## src/rtl/iq_pkg.sv

```systemverilog
// Shared types and constants for the instruction fetch queue.
package iq_pkg;

   localparam int unsigned IQ_WIDTH = 31;
   localparam int unsigned IQ_DEPTH = 8;
   localparam int unsigned IQ_PTR   = 3;

   // addi x0, x0, 0
   localparam logic [IQ_WIDTH:0] IQ_NOP = 32'h0000_0013;

   typedef struct packed {
      logic [IQ_WIDTH:0] instr;
      logic [IQ_WIDTH:0] pc;
      logic              predTaken;
   } iq_entry_t;

endpackage

```

## src/rtl/iq_storage.sv

```systemverilog
// Entry array for the fetch queue: one write port at tail, asynchronous read at head.
module iq_storage
   import iq_pkg::*;
#(
   parameter int unsigned DEPTH = IQ_DEPTH,
   parameter int unsigned PTR   = IQ_PTR
) (
   input  logic           clk,
   input  logic           wr_en_i,
   input  logic [PTR-1:0] wr_ptr_i,
   input  iq_entry_t      wr_data_i,
   input  logic [PTR-1:0] rd_ptr_i,
   output iq_entry_t      rd_data_o
);

   iq_entry_t mem_q [DEPTH];

   always_ff @(posedge clk) begin
      if (wr_en_i) begin
         mem_q[wr_ptr_i] <= wr_data_i;
      end
   end

   assign rd_data_o = mem_q[rd_ptr_i];

endmodule

```

## src/rtl/instr_fetch_queue.sv

```systemverilog
// Circular fetch->decode instruction queue with flush; occupancy drives full/empty.
// Optional same-cycle pass-through when empty: define IQ_BYPASS_EN.
module instr_fetch_queue
   import iq_pkg::*;
#(
   parameter int unsigned WIDTH = IQ_WIDTH,
   parameter int unsigned DEPTH = IQ_DEPTH,
   parameter int unsigned PTR   = IQ_PTR
) (
   input  logic           clk,
   input  logic           reset_n,
   input  logic           flush,
   input  logic           in_valid,
   input  logic [WIDTH:0] in_instr,
   input  logic [WIDTH:0] in_pc,
   input  logic           in_predTaken,
   output logic           in_ready,
   output logic           out_valid,
   output logic [WIDTH:0] out_instr,
   output logic [WIDTH:0] out_pc,
   output logic           out_predTaken,
   input  logic           out_ready,
   output logic [PTR:0]   count
);

   localparam logic [PTR:0] FULL = (PTR+1)'(DEPTH);

   logic [PTR-1:0] head_q, head_d;
   logic [PTR-1:0] tail_q, tail_d;
   logic [PTR:0]   count_q, count_d;

   iq_entry_t in_entry, rd_entry, head_entry;
   logic      bypass, pass_thru, enq, deq, wr_en, rd_adv;

   assign in_entry.instr     = in_instr;
   assign in_entry.pc        = in_pc;
   assign in_entry.predTaken = in_predTaken;

`ifdef IQ_BYPASS_EN
   assign bypass = (count_q == '0) && in_valid && !flush;
`else
   assign bypass = 1'b0;
`endif

   assign in_ready  = (count_q != FULL);
   assign out_valid = (count_q != '0) || bypass;
   assign enq       = in_valid && in_ready;
   assign deq       = out_valid && out_ready;

   // A bypassed entry consumed in the same cycle never touches storage or pointers.
   assign pass_thru = bypass && out_ready;
   assign wr_en     = enq && !flush && !pass_thru;
   assign rd_adv    = deq && !flush && !pass_thru;

   iq_storage #(
      .DEPTH (DEPTH),
      .PTR   (PTR)
   ) u_storage (
      .clk       (clk),
      .wr_en_i   (wr_en),
      .wr_ptr_i  (tail_q),
      .wr_data_i (in_entry),
      .rd_ptr_i  (head_q),
      .rd_data_o (rd_entry)
   );

   always_comb begin
      head_entry = bypass ? in_entry : rd_entry;
      if (!out_valid) begin
         head_entry = '0;
      end
   end

   assign out_instr     = head_entry.instr;
   assign out_pc        = head_entry.pc;
   assign out_predTaken = head_entry.predTaken;
   assign count         = count_q;

   always_comb begin
      head_d  = head_q;
      tail_d  = tail_q;
      count_d = count_q;
      if (flush) begin
         head_d  = '0;
         tail_d  = '0;
         count_d = '0;
      end else begin
         if (rd_adv) head_d = head_q + PTR'(1);
         if (wr_en)  tail_d = tail_q + PTR'(1);
         if (wr_en && !rd_adv)      count_d = count_q + (PTR+1)'(1);
         else if (rd_adv && !wr_en) count_d = count_q - (PTR+1)'(1);
      end
   end

   always_ff @(posedge clk or negedge reset_n) begin
      if (!reset_n) begin
         head_q  <= '0;
         tail_q  <= '0;
         count_q <= '0;
      end else begin
         head_q  <= head_d;
         tail_q  <= tail_d;
         count_q <= count_d;
      end
   end

endmodule

```

## config.mk

```make
export PLATFORM = sky130hd
export DESIGN_NAME = instr_fetch_queue
export DESIGN_NICKNAME = d
export VERILOG_FILES = /design/src/rtl/iq_pkg.sv /design/src/rtl/iq_storage.sv /design/src/rtl/instr_fetch_queue.sv
export SDC_FILE = /design/constraint.sdc
export NUM_CORES = 1
export LEC_CHECK = 0
export CAP_MARGIN = 10
export CORE_AREA = 8 8 223 225
export DETAILED_ROUTE_END_ITERATION = 10
export DIE_AREA = 0 0 231 233
export GPL_TIMING_DRIVEN = 0
export PLACE_DENSITY = 0.66
export SYNTH_ARGS = -nofsm -noshare
export SYNTH_HDL_FRONTEND = slang
export SYNTH_SLANG_ARGS = --single-unit
export TNS_END_PERCENT = 20
```

## constraint.sdc

```tcl
create_clock -name clk -period 5.7 [get_ports clk]
set_clock_uncertainty 0.1 [all_clocks]
set_input_delay 0.57 -clock clk [delete_from_list [all_inputs] [get_ports clk]]
set_output_delay 0.57 -clock clk [all_outputs]
set_load 0.01 [all_outputs]
```

==> results.toml <==
[sta]
relSlewSlack_pct = 29.2
setup_violations = 0
final_hold_viol_count = 0
rsz0062_at_grt = "no"
worst_slew_pin_slew_ns = 1.06
tns_ns = 0
max_clock_freq_ghz = 0.257
drv_slew = 0
min_period_over_period_pct = 68.3
finalWorstSetupSlack_ns = 1.81
fin_crit_ns = 3.89

[critical_path]
startpoint_type = "register"
r2r_slack_ns = 2.45
path_delay_family = "buffers and inverters"
arrival_ns = 3.22
path_max_fanout = 10
worst-path-buf-inv = 4
reg2reg_depth = 9
worst_path_largest_cell_delay_ns = 0.61
cp_data_required_time_ns = 5.03
path_common_cell = "buf_2"
timing.rr.end = "u_storage.mem_q[0][15]"
critical_path_class = "reg2out"
cp_cell_sequence = "clkbuf_1, buf_2, buf_2, mux4_2, mux2i_1, nor2_1, clkdlybuf4s50_1"
cp_slowest_cell = "clkdlybuf4s50_1"
endpoint_kind = "primary output"
r2r-start = "count[3]"

[detailed_routing]
first_iter_violations = 911
drt-total-wl_mm = 44.6
drc = 0
vias = 9737
ant_nets = 0
wl_per_cell_um = 24.9
routed_via_density = 5.45
first_pass_iters = 5

[power]
power_density_nw_per_um2 = 419
total_power_w = 0.0104
total_leakage_power_nw = 7.71
ir_drop_mv = 0.237

[die]
die_area_sq_um = 53800
initial_core_util_pct = 44.5
io_pins = 141
num_rows = 79
core_sq_um = 46100
fp.dieW_um = 231
die_h_um = 233

[clock_tree]
cts.sinks = 530
numCtsBuffers = 52
tritoncts = "done"
ctsResizeCount = 0
cts_setup_buffers = 0
ctsHoldBuffers = 0
root_buffer = "clkbuf_16"
clk_latency_ns = 0.57
htree_levels = 2
clk_path_buf_depth = 3
clk_pin_slew_ns = 0.06

[yosys]
synth-main-ff-cell = "edfxtp_1"
avgSynthCellArea_sq_um = 22.3
netlist_area_sq_um = 20500
synth_cell_types = 38
synthArstFlopShare_pct = 1.89
synthMuxAreaShare_pct = 17.4
synth.top_cell.area_share_pct = 76.1
ys_ff_latch = 530
synth_top_family_by_area = "multiplexers"
synth_compound_area_share_pct = 0.567
synth-adder-area-share_pct = 0.342
synth_fp_nets = 996
ys_warn_count = 0
seq_area_frac_synth_pct = 77.3
synth-edff-count = 520
synth_area_leaders = "edfxtp_1, mux4_2, mux2i_1"
synthSimpleGateAreaFrac_pct = 2.38
synth_most_common_cell = "edfxtp_1"
synth_xor_area_share_pct = 0.213
synthCells = 921
synth.largest_area_cell = "edfxtp_1"
yosys-top-cells-count = "edfxtp_1, mux4_2, nor2_1"

[global_route]
grtUsageTotal_pct = 16.5
antenna_found_initial = 4
grt_pass1_vias = 10400
grt_first_pass_wirelength_mm = 66.3
grt_max_degree = 26
overflow = 0

[place]
gp_congestion = 0.723
dp_cells = 1694
hpwl_mm = 28.2
post-place-ws_ns = 2.01
post_dp_cell_area_sq_um = 23200
io_buffer_count = 138

[cells_and_area]
final_cells = 1787
area_delta_synth_final_pct = 21.1
nNetsFinal = 1216
drive_gt1_share_pct = 23.8
num-fill-cells = 3581
fin_area_sq_um = 24800

[hold_path]
hold_class = "in2async"

[run]
max_cap_viol_count = 0

[run_status]
outcome = "finished clean"
==> area by class of cell <==
cell class / instances / area [sq um] / share of cell area (%)
repair buffers: 166 / 1900 / 7.63
multi-input cells: 332 / 4360 / 17.5
plain buffers: 51 / 320 / 1.29
clock inverters: 24 / 208 / 0.836
well taps: 607 / 759 / 3.06
diodes: 2 / 5.00 / 0.0201
clock buffers: 67 / 1400 / 5.63
inverters: 8 / 30.0 / 0.121
flip-flops and latches: 530 / 15900 / 63.9
==> kinds of logic after synthesis <==
group           Yosys count
mux                     195
simple gates            110
flops                   530
xor+xnor                  5
buf+inv                  59
compound gates           17
fa+ha+maj                 5
==> per-stage QoR <==
stage	utilization, %	hold WS (ns)
after floorplan	-	0.174
after global placement	49.2	0.473
after detailed placement	50.4	0.502
after CTS	53.9	0.220
after global routing	53.9	0.250
final	53.9	0.223
==> worst max path at each step <==
stage / to / slack [ns] / start / cells after the start
after floorplan: u_storage.mem_q[1][0] / -0.73 / in_valid / 5
after global placement: u_storage.mem_q[1][15] / -5.54 / in_valid / 5
after detailed placement: u_storage.mem_q[0][15] / 2.01 / in_valid / 9
after CTS: out_pc[1] / 1.70 / head_q[1] / 6
after global routing: out_instr[18] / 1.66 / head_q[1] / 7
final: out_instr[27] / 1.81 / head_q[1] / 7
==> flip-flops by register name, indices dropped and copies added, names as in the netlist <==
name             cells
tail_q               3
count                4
u_storage.mem_q    520
head_q               3
==> power by group <==
group          internal [W]  switching (W)
Clock               0.00190        0.00137
Sequential          0.00442      0.0000479
Combinational       0.00134        0.00133
==> layer usage <==
layer,routed length [um],vias to the layer above,GRT usage (%),share of wire (%)
li1,-,4260,-,-
met1,19300,5157,22.1,43
met2,21900,254,27.4,49
met3,2450,62,3.51,5.5
met4,893,4,4.63,2.0
met5,23,-,0,0.052
==> placed cells by master, fill, tap and decap left out, types with 3 or more instances in the layout <==
cell type	instances
clkbuf_1	23
buf_12	13
buf_16	5
bufinv_16	4
clkbuf_16	53
buf_2	25
a21oi_1	5
clkinv_1	12
xor2_1	4
inv_1	6
nor2_1	73
buf_6	16
buf_4	6
clkdlybuf4s50_1	138
nand2b_1	3
clkinv_2	7
edfxtp_1	520
dfrtp_1	10
nand2_1	8
nand3_1	5
nor2_4	6
mux4_2	130
ha_1	4
o21ai_0	3
buf_8	3
mux2i_1	65
Power figures use the tool's default switching activity.
